**src/rtl/usb_rx_if.sv**
```systemverilog
// usb_rx_if: byte stream from the RX shift/EOP logic and decoded results toward FIFO/controller.
interface usb_rx_if;
   logic       byte_received;
   logic [7:0] rx_byte;
   logic       eop_detected;
   logic [6:0] buffer_occupancy;
   logic [2:0] rx_packet;
   logic       rx_transfer_active;
   logic       rx_data_ready;
   logic       rx_error;
   logic       store_rx_packet_data;
   logic [7:0] rx_packet_data;
   modport master (
      output byte_received, rx_byte, eop_detected, buffer_occupancy,
      input  rx_packet, rx_transfer_active, rx_data_ready, rx_error,
             store_rx_packet_data, rx_packet_data
   );
   modport slave (
      input  byte_received, rx_byte, eop_detected, buffer_occupancy,
      output rx_packet, rx_transfer_active, rx_data_ready, rx_error,
             store_rx_packet_data, rx_packet_data
   );
endinterface

```
**src/rtl/usb_rx_decoder.sv**
```systemverilog
// usb_rx_decoder: validates SYNC/PID, classifies packets, streams DATA0 payload with CRC16 stripped.
module usb_rx_decoder #(
   parameter int BUF_DEPTH = 64
) (
   input logic    clk,
   input logic    rst,
   usb_rx_if.slave rx
);
   typedef enum logic [2:0] {IDLE, PID, HS_EOP, DATA, ERROR} state_t;
   state_t     state_q, state_d;
   logic [2:0] rx_packet_q, rx_packet_d;
   logic       active_q, active_d;
   logic       ready_q, ready_d;
   logic       err_q, err_d;
   logic       store_q, store_d;
   logic [7:0] data_q, data_d;
   logic [7:0] d0_q, d0_d, d1_q, d1_d;
   logic [1:0] cnt_q, cnt_d;
   logic       byte_v, eop, pid_ok, pipe_full, overflow;
   // A same-cycle byte is dropped in favour of the EOP.
   assign eop       = rx.eop_detected;
   assign byte_v    = rx.byte_received & ~rx.eop_detected;
   assign pid_ok    = rx.rx_byte[7:4] == ~rx.rx_byte[3:0];
   assign pipe_full = cnt_q == 2'd2;
   assign overflow  = pipe_full && rx.buffer_occupancy == 7'(BUF_DEPTH);
   always_ff @(posedge clk or posedge rst) begin
      if (rst) begin
         state_q     <= IDLE;
         rx_packet_q <= '0;
         active_q    <= 1'b0;
         ready_q     <= 1'b0;
         err_q       <= 1'b0;
         store_q     <= 1'b0;
         data_q      <= '0;
         d0_q        <= '0;
         d1_q        <= '0;
         cnt_q       <= '0;
      end else begin
         state_q     <= state_d;
         rx_packet_q <= rx_packet_d;
         active_q    <= active_d;
         ready_q     <= ready_d;
         err_q       <= err_d;
         store_q     <= store_d;
         data_q      <= data_d;
         d0_q        <= d0_d;
         d1_q        <= d1_d;
         cnt_q       <= cnt_d;
      end
   end
   always_comb begin
      state_d = state_q;
      case (state_q)
         IDLE:    if (byte_v) state_d = rx.rx_byte == 8'h80 ? PID : ERROR;
         PID:     if (eop) state_d = ERROR;
                  else if (byte_v) state_d = !pid_ok ? ERROR :
                                             rx.rx_byte == 8'hC3 ? DATA :
                                             (rx.rx_byte == 8'hD2 || rx.rx_byte == 8'h5A ||
                                              rx.rx_byte == 8'h1E) ? HS_EOP : ERROR;
         HS_EOP:  if (eop) state_d = IDLE;
                  else if (byte_v) state_d = ERROR;
         DATA:    if (eop) state_d = pipe_full ? IDLE : ERROR;
                  else if (byte_v && overflow) state_d = ERROR;
         ERROR:   if (eop) state_d = IDLE;
         default: state_d = IDLE;
      endcase
   end
   always_comb begin
      rx_packet_d = rx_packet_q;
      active_d    = active_q;
      ready_d     = 1'b0;
      err_d       = err_q;
      store_d     = 1'b0;
      data_d      = data_q;
      d0_d        = d0_q;
      d1_d        = d1_q;
      cnt_d       = cnt_q;
      if (state_q == IDLE && state_d == PID) begin
         active_d    = 1'b1;
         err_d       = 1'b0;
         rx_packet_d = 3'd0;
      end
      if (state_q == PID && state_d != ERROR && byte_v) begin
         rx_packet_d = rx.rx_byte == 8'hC3 ? 3'd1 :
                       rx.rx_byte == 8'hD2 ? 3'd2 :
                       rx.rx_byte == 8'h5A ? 3'd3 : 3'd4;
         d0_d        = '0;
         d1_d        = '0;
         cnt_d       = '0;
      end
      if (state_q == HS_EOP && state_d == IDLE) active_d = 1'b0;
      if (state_q == DATA && state_d == IDLE) begin
         ready_d  = 1'b1;
         active_d = 1'b0;
      end
      // The two newest bytes stay in the pipe so the CRC16 never reaches the FIFO.
      if (state_q == DATA && state_d == DATA && byte_v) begin
         store_d = pipe_full;
         data_d  = pipe_full ? d1_q : data_q;
         d1_d    = d0_q;
         d0_d    = rx.rx_byte;
         cnt_d   = pipe_full ? cnt_q : cnt_q + 2'd1;
      end
      if (state_d == ERROR) begin
         err_d       = 1'b1;
         active_d    = 1'b0;
         rx_packet_d = 3'd0;
      end
   end
   assign rx.rx_packet            = rx_packet_q;
   assign rx.rx_transfer_active   = active_q;
   assign rx.rx_data_ready        = ready_q;
   assign rx.rx_error             = err_q;
   assign rx.store_rx_packet_data = store_q;
   assign rx.rx_packet_data       = data_q;
endmodule

```
**src/flat_wrapper.sv**
```systemverilog
// flat-port wrapper written by rule: the top's interface ports become plain ports
module usb_rx_decoder_flat 
#(
   parameter int BUF_DEPTH = 64
)
  (clk, rst, rx_byte_received, rx_rx_byte, rx_eop_detected, rx_buffer_occupancy, rx_rx_packet, rx_rx_transfer_active, rx_rx_data_ready, rx_rx_error, rx_store_rx_packet_data, rx_rx_packet_data);
  usb_rx_if rx_i ();
  input logic clk;
  input logic rst;
  input wire logic [$bits(rx_i.byte_received)-1:0] rx_byte_received;
  input wire logic [$bits(rx_i.rx_byte)-1:0] rx_rx_byte;
  input wire logic [$bits(rx_i.eop_detected)-1:0] rx_eop_detected;
  input wire logic [$bits(rx_i.buffer_occupancy)-1:0] rx_buffer_occupancy;
  output wire logic [$bits(rx_i.rx_packet)-1:0] rx_rx_packet;
  output wire logic [$bits(rx_i.rx_transfer_active)-1:0] rx_rx_transfer_active;
  output wire logic [$bits(rx_i.rx_data_ready)-1:0] rx_rx_data_ready;
  output wire logic [$bits(rx_i.rx_error)-1:0] rx_rx_error;
  output wire logic [$bits(rx_i.store_rx_packet_data)-1:0] rx_store_rx_packet_data;
  output wire logic [$bits(rx_i.rx_packet_data)-1:0] rx_rx_packet_data;
  assign rx_i.byte_received = rx_byte_received;
  assign rx_i.rx_byte = rx_rx_byte;
  assign rx_i.eop_detected = rx_eop_detected;
  assign rx_i.buffer_occupancy = rx_buffer_occupancy;
  assign rx_rx_packet = rx_i.rx_packet;
  assign rx_rx_transfer_active = rx_i.rx_transfer_active;
  assign rx_rx_data_ready = rx_i.rx_data_ready;
  assign rx_rx_error = rx_i.rx_error;
  assign rx_store_rx_packet_data = rx_i.store_rx_packet_data;
  assign rx_rx_packet_data = rx_i.rx_packet_data;
  usb_rx_decoder #(.BUF_DEPTH(BUF_DEPTH)) u_core (.clk(clk), .rst(rst), .rx(rx_i));
endmodule
```
**config.mk**
```make
export PLATFORM = sky130hd
export DESIGN_NAME = usb_rx_decoder_flat
export DESIGN_NICKNAME = d
export VERILOG_FILES = /design/src/rtl/usb_rx_if.sv /design/src/rtl/usb_rx_decoder.sv /design/src/flat_wrapper.sv
export SDC_FILE = /design/constraint.sdc
export NUM_CORES = 1
export LEC_CHECK = 0
export BUFFER_PORTS_ARGS = -buffer_cell sky130_fd_sc_hd__buf_2
export CELL_PAD_IN_SITES_DETAIL_PLACEMENT = 0
export CELL_PAD_IN_SITES_GLOBAL_PLACEMENT = 1
export CORE_MARGIN = 2
export CORE_UTILIZATION = 45
export CTS_BUF_LIST = sky130_fd_sc_hd__clkbuf_16
export CTS_CLUSTER_SIZE = 16
export DETAILED_ROUTE_END_ITERATION = 7
export HOLD_SLACK_MARGIN = 0.03
export PLACE_DENSITY = 0.93
export SYNTH_ARGS = -nofsm -noshare
export SYNTH_HDL_FRONTEND = slang
export SYNTH_SLANG_ARGS = --single-unit
export TNS_END_PERCENT = 20
```
**constraint.sdc**
```tcl
create_clock -name clk -period 4.5 [get_ports clk]
set_clock_uncertainty 0.2 [all_clocks]
set_input_delay 0.225 -clock clk [delete_from_list [all_inputs] [get_ports clk]]
set_output_delay 0.225 -clock clk [all_outputs]
set_load 0.02 [all_outputs]
```
==> results.sh, run 1 <==
export IMPL_run_status="finished clean"
export IMPL_synth_most_common_cell="dfrtp_1"
export IMPL_drt_iter0_drc=56
export IMPL_die_x_um=67.34
export IMPL_ys_ff_latch=36
export IMPL_yosysWarningCount=0
export IMPL_via_count=1395
export IMPL_avgViaCountPerCell=5.167
export IMPL_cts_root_buf="clkbuf_16"
export IMPL_holdPathStages=3
export IMPL_slowest_delay_ns=0.65
export IMPL_maxSlewHeadroom_pct=49.87
export IMPL_drc=0
export IMPL_antenna_found_initial=0
export IMPL_crit_slowest_cell="nand2b_1"
export IMPL_grt_max_degree=37
export IMPL_core_region_area_sq_um=3943
export IMPL_final_hold_viol_count=0
export IMPL_cts_inserted_buffers=5
export IMPL_finalWirelength_mm=3.494
export IMPL_clk_pin_slew_ns=0.05
export IMPL_place_congestion=0.8782
export IMPL_hold_class="in2reg"
export IMPL_cts_tree="built"
export IMPL_leakagePower_nw=1.077
export IMPL_fin_crit_sh_pct=56.64
export IMPL_path_cells="inv_1 -> ha_1 -> nand4bb_1 -> nor3_4 -> nand2b_1 -> o31a_2 -> o31ai_1"
export IMPL_avgSynthCellArea_sq_um=10.26
export IMPL_p_per_area_nw_per_um2=340.7
export IMPL_drive_gt1_share_pct=30.00
export IMPL_grt_overflow=0
export IMPL_start_util_pct=45.79
export IMPL_clock_path_buffers=2
export IMPL_htreeDepth=2
export IMPL_worstPathArrival_ns=2.49
export IMPL_drv_cap=0
export IMPL_drv_slew=0
export IMPL_reg2reg_depth=7
export IMPL_cts_sinks=36
export IMPL_dpl_cell_count=254
export IMPL_synth_cells=176
export IMPL_rsz0062_at_grt="false"
export IMPL_synth_area_sq_um=1805
export IMPL_fin_area_sq_um=2233
export IMPL_dp_final_hpwl_mm=2.405
export IMPL_grt_usage_pct=18.10
export IMPL_ir_drop_uv=201.1
export IMPL_synth_largest_area_cell="dfrtp_1"
export IMPL_synth_top_area_share_pct=49.90
export IMPL_clkLatencyLatePin_ns=0.28
export IMPL_worstSetupPathType="reg2reg"
export IMPL_worst_setup_path_start_kind="flip-flop"
export IMPL_first_global_vias=1270
export IMPL_crit_cells=7
export IMPL_die_area_sq_um=4535
export IMPL_cp_top_family="simple AND/OR/NAND/NOR gates"
export IMPL_grt_first_pass_wirelength_mm=5.940
export IMPL_wl_per_cell_um=12.94
export IMPL_firstDrtPassIters=4
export IMPL_fin_tns_setup_ns=0
export IMPL_synth_edf_count=0
export IMPL_dpl_worst_slack_ns=1.964
export IMPL_end_kind="flip-flop"
export IMPL_layout_cells_non_filler=270
export IMPL_synthFlopType="dfrtp_1"
export IMPL_critPathBufInv=1
export IMPL_ios=34
export IMPL_syn2layout_area_growth_pct=23.70
export IMPL_synthTopCellsByArea="dfrtp_1 50%, nand2_1 7.3%, mux2_1 5.0%"
export IMPL_die_h_um=67.34
export IMPL_io_buffers=33
export IMPL_diodes=0
export IMPL_power_total_uw=760.8
export IMPL_synth_cell_type_count=49
export IMPL_placementRows=23
export IMPL_post_cts_setup_buffer_count=0
export IMPL_netlist_top_cells_count="36 x dfrtp_1, 35 x nand2_1, 10 x o21ai_2, 9 x nor2_1, 8 x mux2_1"
export IMPL_cts_resized_gates=0
export IMPL_setup_slack_ns=1.951
export IMPL_finalSetupViolCount=0
export IMPL_synthArstFlopShare_pct=100.0
export IMPL_synth_nets=196
export IMPL_fillers=354
export IMPL_fmax_ghz=0.3923
export IMPL_placed_area_sq_um=1989
export IMPL_nets=239
export IMPL_crit_fanout=18
export IMPL_required_ns=4.44
export IMPL_worst_pin_slew_ns=0.7519
export IMPL_drt_antenna_violating_nets=0
export IMPL_seq_area_frac_synth_pct=49.90
export IMPL_timing_final_crit_period_ns=2.549
==> through the flow <==
step	util, %	hold slack [ns]
finish	56.65	0.05451
global placement	50.46	0.1560
floorplan	-	0.1430
detailed placement	50.46	0.1508
global route	56.65	0.04526
CTS	56.65	0.04920
==> final timing paths <==
path / from / end / slack [ns]
hold / removal: rx_rx_byte[6] / u_core.d0_q[6]$_DFFE_PP0P_ / 0.05
setup reg to reg: u_core.cnt_q[0]$_DFFE_PP0P_ / u_core.cnt_q[0]$_DFFE_PP0P_ / 1.95
hold reg to reg: u_core.d1_q[7]$_DFFE_PP0P_ / u_core.rx.rx_packet_data[7]$_DFFE_PP0P_ / 0.28
min in group asynchronous: rst / u_core.cnt_q[1]$_DFFE_PP0P_ / 0.38
setup / recovery: u_core.cnt_q[0]$_DFFE_PP0P_ / u_core.cnt_q[0]$_DFFE_PP0P_ / 1.95
max in group asynchronous: rst / u_core.rx.rx_error$_DFFE_PP0P_ / 3.38
==> tightest hold or removal path, cell delays in order <==
cell     delay (ns)
buf_2          0.14
nand2_1        0.08
o21ai_2        0.05
==> cells in the final DEF, fill, tap and decap left out, types with 2 or more instances in the layout <==
master	count
nand2_2	5
o21ai_1	7
nor2_1	9
nand3_1	3
dlygate4sd3_1	8
inv_1	6
clkbuf_16	5
or3_1	2
dfrtp_1	36
nand2_1	35
nand4_1	2
o21ai_0	6
buf_2	33
a21o_1	2
nand2b_1	4
a21oi_1	2
nor2b_1	2
mux2_1	8
o21ai_2	10
nor4_1	3
nor3_4	2
nor3_1	2
==> where the power goes <==
group	switching [mW]	total (mW)	internal (mW)
clock network	0.127	0.385	0.258
logic	0.0249	0.0450	0.0201
registers	0.00318	0.331	0.328
==> what timing repair did <==
action / CTS / global route
hold endpoints to repair: 43 / 0
setup endpoints to repair: 0 / 0
hold buffers: 8 / 0
==> layer usage <==
metal | up-vias | track usage [%] | share of wire (%)
met2 | 26 | 28.47 | 47
met5 | - | 0 | 0
met3 | 7 | 5.500 | 4.0
li1 | 709 | - | -
met4 | 0 | 7.653 | 2.0
met1 | 653 | 23.22 | 47
==> flip-flops by register name, indices dropped and copies added, names as in the netlist <==
| register | count |
|---|---|
| u_core.cnt_q | 2 |
| u_core.d0_q | 8 |
| u_core.d1_q | 8 |
| u_core.rx.rx_data_ready | 1 |
| u_core.rx.rx_error | 1 |
| u_core.rx.rx_packet | 3 |
| u_core.rx.rx_packet_data | 8 |
| u_core.rx.rx_transfer_active | 1 |
| u_core.rx.store_rx_packet_data | 1 |
| u_core.state_q | 3 |
==> logic make-up after synthesis <==
group	Yosys count	share of synthesized area [%]
flops	36	49.90
fa+ha+maj	1	0.6929
compound gates	38	14.90
buf+inv	11	3.881
mux	8	4.990
xor+xnor	1	0.4852
simple gates	81	25.16
==> area by class of cell <==
cell class	instances	area [sq um]	area share [%]
Tap cell	50	62.56	2.801
Inverter	5	18.77	0.8403
Multi-Input combinational cell	129	834.6	37.37
Timing Repair Buffer	42	252.7	11.32
Sequential cell	36	900.9	40.34
Clock buffer	5	125.1	5.602
Clock inverter	3	38.79	1.737
Power figures use the tool's default switching activity.
==> run 2, diff against run 1 <==
--- a/config.mk
+++ b/config.mk
@@ -9,12 +9,12 @@
 export CELL_PAD_IN_SITES_DETAIL_PLACEMENT = 0
 export CELL_PAD_IN_SITES_GLOBAL_PLACEMENT = 1
 export CORE_MARGIN = 2
-export CORE_UTILIZATION = 45
+export CORE_UTILIZATION = 42
 export CTS_BUF_LIST = sky130_fd_sc_hd__clkbuf_16
 export CTS_CLUSTER_SIZE = 16
 export DETAILED_ROUTE_END_ITERATION = 7
 export HOLD_SLACK_MARGIN = 0.03
-export PLACE_DENSITY = 0.93
+export PLACE_DENSITY = 0.88
 export SYNTH_ARGS = -nofsm -noshare
 export SYNTH_HDL_FRONTEND = slang
 export SYNTH_SLANG_ARGS = --single-unit
==> constraint.sdc (replaced) <==
create_clock -name clk -period 2.5 [get_ports clk]
set_clock_uncertainty 0.2 [all_clocks]
set_input_delay 0.125 -clock clk [delete_from_list [all_inputs] [get_ports clk]]
set_output_delay 0.125 -clock clk [all_outputs]
set_load 0.02 [all_outputs]
==> run 2 against run 1 <==
Critical path depth unchanged. Core utilization fell by 0.71 points. Sequential cell count did not move. Worst setup slack lost 1.8 ns. Non-clock buffer count is 4 higher. Sequential power rose by 80%. Wire length is 5.0% higher. First-iteration DRC count is 14% higher. Clock power is 82% higher. Critical path type unchanged. Largest cell class unchanged. Largest power group unchanged.
==> results.sh, run 2 (synthesized netlist as in run 1, its figures left out) <==
export IMPL_run_status="finished clean"
export IMPL_timing_final_crit_period_ns=2.366
export IMPL_setup_slack_ns=0.1337
export IMPL_antenna_found_initial=0
export IMPL_comb_power_share_pct=6.0
export IMPL_place_congestion=0.8464
export IMPL_io_buffers=33
export IMPL_end_kind="flip-flop"
export IMPL_drv_cap=0
export IMPL_mostFrequentLayoutCells="36 x dfrtp_1, 35 x nand2_1, 33 x buf_2, 10 x o21ai_2"
export IMPL_cts_hold_buf=9
export IMPL_seq_area_sq_um=900.9
export IMPL_layout_cells_non_filler=274
export IMPL_ios=34
export IMPL_netSwitchingFraction_pct=20.67
export IMPL_grt_max_degree=37
export IMPL_cts_root_buf="clkbuf_16"
export IMPL_grt_overflow=0
export IMPL_htreeDepth=2
export IMPL_die_h_um=69.57
export IMPL_via_count=1422
export IMPL_drt_antenna_violating_nets=0
export IMPL_firstDrtPassIters=4
export IMPL_required_ns=2.46
export IMPL_first_global_vias=1434
export IMPL_post_cts_setup_buffer_count=0
export IMPL_die_x_um=69.57
export IMPL_finalWirelength_mm=3.670
export IMPL_cts_resized_gates=0
export IMPL_nets=243
export IMPL_p_per_area_nw_per_um2=608.4
export IMPL_cp_top_family="simple AND/OR/NAND/NOR gates"
export IMPL_critPathBufInv=1
export IMPL_crit_slowest_cell="nor3_4"
export IMPL_placementRows=23
export IMPL_grt_usage_pct=16.17
export IMPL_fin_area_sq_um=2270
export IMPL_placed_area_sq_um=2012
export IMPL_hold_class="in2reg"
export IMPL_drc=0
export IMPL_clk_pin_slew_ns=0.06
export IMPL_cts_tree="built"
export IMPL_fmax_ghz=0.4226
export IMPL_leakagePower_nw=1.091
export IMPL_grt_first_pass_wirelength_mm=6.361
export IMPL_dpl_cell_count=257
export IMPL_wl_per_cell_um=13.39
export IMPL_cts_sinks=36
export IMPL_syn2layout_area_growth_pct=25.71
export IMPL_rsz0062_at_grt="false"
export IMPL_drt_iter0_drc=64
export IMPL_drv_slew=0
export IMPL_dpl_worst_slack_ns=0.1039
export IMPL_whs_ns=0.06152
export IMPL_crit_fanout=19
export IMPL_path_cells="inv_1 -> ha_1 -> nand4bb_1 -> nor3_4 -> nor3_4 -> nand2_4 -> mux2_1"
export IMPL_seqPwrFrac_pct=43.2
export IMPL_p_sw_uw=285.4
export IMPL_final_hold_viol_count=0
export IMPL_fillers=357
export IMPL_worst_pin_slew_ns=0.7317
export IMPL_clock_path_buffers=2
export IMPL_fin_tns_setup_ns=0
export IMPL_die_area_sq_um=4839
export IMPL_avgViaCountPerCell=5.190
export IMPL_diodes=0
export IMPL_worst_setup_path_start_kind="flip-flop"
export IMPL_clockPowerShare_pct=50.9
export IMPL_slowest_delay_ns=0.63
export IMPL_worstSetupPathType="reg2reg"
export IMPL_cts_inserted_buffers=5
export IMPL_layout_commonest_cell="dfrtp_1"
export IMPL_finalSetupViolCount=0
export IMPL_worst_path_most_repeated_cell="nor3_4"
export IMPL_internal_power_mw=1.095
export IMPL_maxSlewHeadroom_pct=51.06
export IMPL_start_util_pct=44.50
export IMPL_worstPathArrival_ns=2.32
export IMPL_drive_gt1_share_pct=31.25
export IMPL_clkLatencyLatePin_ns=0.27
export IMPL_dp_final_hpwl_mm=2.552
export IMPL_ir_drop_uv=442.8
export IMPL_fin_crit_sh_pct=94.65
export IMPL_multi_input_area_sq_um=834.6
export IMPL_core_region_area_sq_um=4058
-- run 2: cell count changes in the layout (fill, tap and decap cells not counted) --
cell,delta
buf_4,+3
inv_1,-1
dlygate4sd3_1,+1
clkinvlp_4,+1
-- run 2: power groups by stage --
stage	logic (mW)	registers [mW]	clock network (mW)
final	0.0825	0.596	0.702
after global routing	0.0928	0.596	0.743
after CTS	0.0837	0.596	0.711
after detailed placement	0.0725	0.606	0
after global placement	0.0719	0.606	0
after floorplan	0.0409	0.605	0
-- run 2: cell type report --
type	instances	share of cell area (%)
Timing Repair Buffer	46	12.57
Clock buffer	5	5.513
Sequential cell	36	39.69
Inverter	5	0.8269
Clock inverter	3	1.874
Multi-Input combinational cell	129	36.77
Tap cell	50	2.756
-- run 2: per-layer routing --
metal / global-route usage (%) / vias to the layer above / wire (um)
li1: - / 716 / -
met1: 20.15 / 678 / 1748
met2: 27.67 / 22 / 1764
met3: 3.634 / 6 / 96
met4: 5.447 / 0 / 59
met5: 0 / - / 0
-- run 2: path summary, 6_finish.rpt --
path | from | endpoint | slack [ns] | depth (start not counted)
hold reg to reg | u_core.d1_q[2]$_DFFE_PP0P_ | u_core.rx.rx_packet_data[2]$_DFFE_PP0P_ | 0.28 | 1
hold / removal | rx_eop_detected | u_core.state_q[0]$_DFF_PP0_ | 0.06 | 4
max in group asynchronous | rst | u_core.state_q[0]$_DFF_PP0_ | 1.48 | 4
min in group asynchronous | rst | u_core.cnt_q[0]$_DFFE_PP0P_ | 0.30 | 4
setup / recovery | u_core.cnt_q[0]$_DFFE_PP0P_ | u_core.rx.rx_packet_data[4]$_DFFE_PP0P_ | 0.13 | 7
setup reg to reg | u_core.cnt_q[0]$_DFFE_PP0P_ | u_core.rx.rx_packet_data[4]$_DFFE_PP0P_ | 0.13 | 7
-- run 2: tightest hold or removal path: cells and delay by family --
| family | cells | cell delay (ns) |
|---|---|---|
| buffers and inverters | 1 | 0.15 |
| and+or+nand+nor | 3 | 0.22 |
-- run 2: per-stage QoR --
| step | power [mW] | utilization (%) |
|---|---|---|
| 2_1_floorplan | 0.6457 | - |
| 3_3_place_gp | 0.6780 | 49.58 |
| 3_5_place_dp | 0.6788 | 49.58 |
| 4_1_cts | 1.391 | 55.94 |
| 5_1_grt | 1.432 | 55.94 |
| 6_report | 1.381 | 55.94 |
==> run 3, diff against run 2 <==
--- a/config.mk
+++ b/config.mk
@@ -14,7 +14,7 @@
 export CTS_CLUSTER_SIZE = 16
 export DETAILED_ROUTE_END_ITERATION = 7
 export HOLD_SLACK_MARGIN = 0.03
-export PLACE_DENSITY = 0.88
+export PLACE_DENSITY_LB_ADDON = 0.1
 export SYNTH_ARGS = -nofsm -noshare
 export SYNTH_HDL_FRONTEND = slang
 export SYNTH_SLANG_ARGS = --single-unit
==> run 3 against run 2 <==
Sequential power barely moved. Power shrank 0.37%. Clock power fell by 1%. Largest cell class unchanged. Non-clock buffer count increased by 4. Largest power group unchanged. Worst hold slack improved by 0.018 ns. Design area is 1.2% higher. Register-to-register slack improved by 0.35 ns. Wire length increased by 9.4%. Combinational power increased by 2%. Fmax grew 6.2%. Sequential share of layout area is 0.45 points lower. Final cell count is 1.5% higher.
==> results.sh, run 3 (synthesized netlist as in run 1, its figures left out) <==
export IMPL_critPathBufInv=2
export IMPL_path_cells="dlygate4sd3_1 -> buf_2 -> or4bb_1 -> nor2_1 -> o21a_2 -> o21ai_1"
export IMPL_nets=247
export IMPL_clk_pin_slew_ns=0.05
export IMPL_fmax_ghz=0.4488
export IMPL_timing_final_crit_period_ns=2.228
export IMPL_place_congestion=0.8380
export IMPL_cp_top_family="simple AND/OR/NAND/NOR gates"
export IMPL_leakagePower_nw=1.120
export IMPL_die_h_um=69.57
export IMPL_finalSetupViolCount=0
export IMPL_end_kind="flip-flop"
export IMPL_grt_overflow=0
export IMPL_via_count=1468
export IMPL_syn2layout_area_growth_pct=27.17
export IMPL_clock_path_buffers=2
export IMPL_min_to="u_core.rx.rx_packet[1]$_DFFE_PP0P_"
export IMPL_cts_inserted_buffers=5
export IMPL_fillers=366
export IMPL_final_core_util_pct=56.58
export IMPL_holdPathStages=4
export IMPL_drc=0
export IMPL_drv_cap=0
export IMPL_htreeDepth=2
export IMPL_dpl_cell_count=257
export IMPL_seqPwrFrac_pct=43.3
export IMPL_maxSlewHeadroom_pct=66.76
export IMPL_final_hold_viol_count=0
export IMPL_fin_tns_setup_ns=0
export IMPL_grt_first_pass_wirelength_mm=6.844
export IMPL_fin_area_sq_um=2296
export IMPL_netSwitchingFraction_pct=20.62
export IMPL_start_util_pct=44.50
export IMPL_drv_slew=0
export IMPL_cts_tree="built"
export IMPL_dp_final_hpwl_mm=2.805
export IMPL_worst_pin_slew_ns=0.4986
export IMPL_grt_usage_pct=18.05
export IMPL_internal_power_mw=1.092
export IMPL_die_x_um=69.57
export IMPL_comb_power_share_pct=6.1
export IMPL_worst_r2r_setup_slack_ns=0.48
export IMPL_p_per_area_nw_per_um2=599.2
export IMPL_io_buffers=33
export IMPL_worstSetupPathType="in2reg"
export IMPL_seq_area_sq_um=900.9
export IMPL_firstDrtPassIters=4
export IMPL_crit_fanout=19
export IMPL_cts_root_buf="clkbuf_16"
export IMPL_diodes=0
export IMPL_slowest_delay_ns=0.57
export IMPL_r2r_start="u_core.cnt_q[0]$_DFFE_PP0P_"
export IMPL_multi_input_area_sq_um=834.6
export IMPL_rsz0062_at_grt="false"
export IMPL_avgViaCountPerCell=5.281
export IMPL_cts_sinks=36
export IMPL_core_region_area_sq_um=4058
export IMPL_worst_setup_path_start_kind="input port"
export IMPL_whs_ns=0.07914
export IMPL_drt_iter0_drc=41
export IMPL_antenna_found_initial=0
export IMPL_required_ns=2.44
export IMPL_hold_class="in2reg"
export IMPL_ios=34
export IMPL_mostFrequentLayoutCells="36 x dfrtp_1, 35 x nand2_1, 33 x buf_2, 10 x o21ai_2"
export IMPL_wl_per_cell_um=14.44
export IMPL_placementRows=23
export IMPL_worstPathArrival_ns=2.17
export IMPL_min_from="rx_byte_received"
export IMPL_finalWirelength_mm=4.015
export IMPL_use_met2_pct=28.95
export IMPL_layout_commonest_cell="dfrtp_1"
export IMPL_drt_antenna_violating_nets=0
export IMPL_clockPowerShare_pct=50.5
export IMPL_busiest_layer="met2"
export IMPL_use_met3_pct=5.378
export IMPL_grt_max_degree=37
export IMPL_ir_drop_uv=299.1
export IMPL_placed_area_sq_um=2012
export IMPL_die_area_sq_um=4839
export IMPL_r2r_end="u_core.cnt_q[0]$_DFFE_PP0P_"
export IMPL_layout_cells_non_filler=278
export IMPL_crit_slowest_cell="or4bb_1"
export IMPL_fin_crit_sh_pct=89.13
export IMPL_first_global_vias=1455
export IMPL_reg2reg_depth=8
export IMPL_drive_gt1_share_pct=32.02
export IMPL_grt_met1_usage_pct=23.42
export IMPL_clkLatencyLatePin_ns=0.28
export IMPL_p_sw_uw=283.6
export IMPL_run_status="finished clean"
==> run 3: how the worst max path moves through the flow <==
stage                           startpoint                                       to  slack (ns)  cells past startpoint
6_report                     rx_rx_byte[0]               u_core.d0_q[7]$_DFFE_PP0P_        0.27                      6
5_1_grt                      rx_rx_byte[0]               u_core.d1_q[6]$_DFFE_PP0P_        0.15                      6
4_1_cts        u_core.cnt_q[0]$_DFFE_PP0P_  u_core.rx.rx_packet_data[6]$_DFFE_PP0P_        0.09                      7
3_5_place_dp   u_core.cnt_q[0]$_DFFE_PP0P_  u_core.rx.rx_packet_data[6]$_DFFE_PP0P_         0.1                      7
3_3_place_gp   u_core.cnt_q[0]$_DFFE_PP0P_  u_core.rx.rx_packet_data[1]$_DFFE_PP0P_        0.18                      7
2_1_floorplan  u_core.cnt_q[0]$_DFFE_PP0P_  u_core.rx.rx_packet_data[0]$_DFFE_PP0P_        0.48                      7
==> run 3: layer usage <==
layer | share of wire, % | vias to the layer above
met3 | 4.7 | 6
met1 | 46 | 699
met5 | 0 | -
met4 | 1.5 | 0
li1 | - | 725
met2 | 48 | 38
==> run 3: area by class of cell <==
cell class	instances	share of cell area (%)
tap	50	2.725
multi-input combinational	129	36.35
timing repair buffer	50	13.73
inverter	5	0.8174
sequential	36	39.24
clock inverter	3	1.689
clock buffer	5	5.450
==> run 3: timing repair <==
item / CTS / global route
setup endpoints to repair: 0 / 8
gates resized for setup: 0 / 0
buffers inserted: 0 / 4
hold endpoints to repair: 44 / 0
hold buffers: 9 / 0
==> run 3: metrics by stage <==
stage | power, mW | setup WS, ns
2_1_floorplan | 0.6457 | 0.4771
3_3_place_gp | 0.6775 | 0.1815
3_5_place_dp | 0.6803 | 0.09949
4_1_cts | 1.390 | 0.09232
5_1_grt | 1.426 | 0.1535
6_report | 1.376 | 0.2718
==> run 3: power groups by stage <==
stage	sequential, mW	clock [mW]	combinational, mW
after floorplan	0.605	0	0.0409
after global placement	0.606	0	0.0715
after detailed placement	0.606	0	0.0739
after CTS	0.596	0.709	0.0851
after global routing	0.597	0.735	0.0943
final	0.596	0.695	0.0844
==> run 3: tightest hold or removal path, cell delays in order <==
cell and delay [ns]:
buf_2 0.11, nand2_1 0.09, or4_1 0.12, o21ai_0 0.07
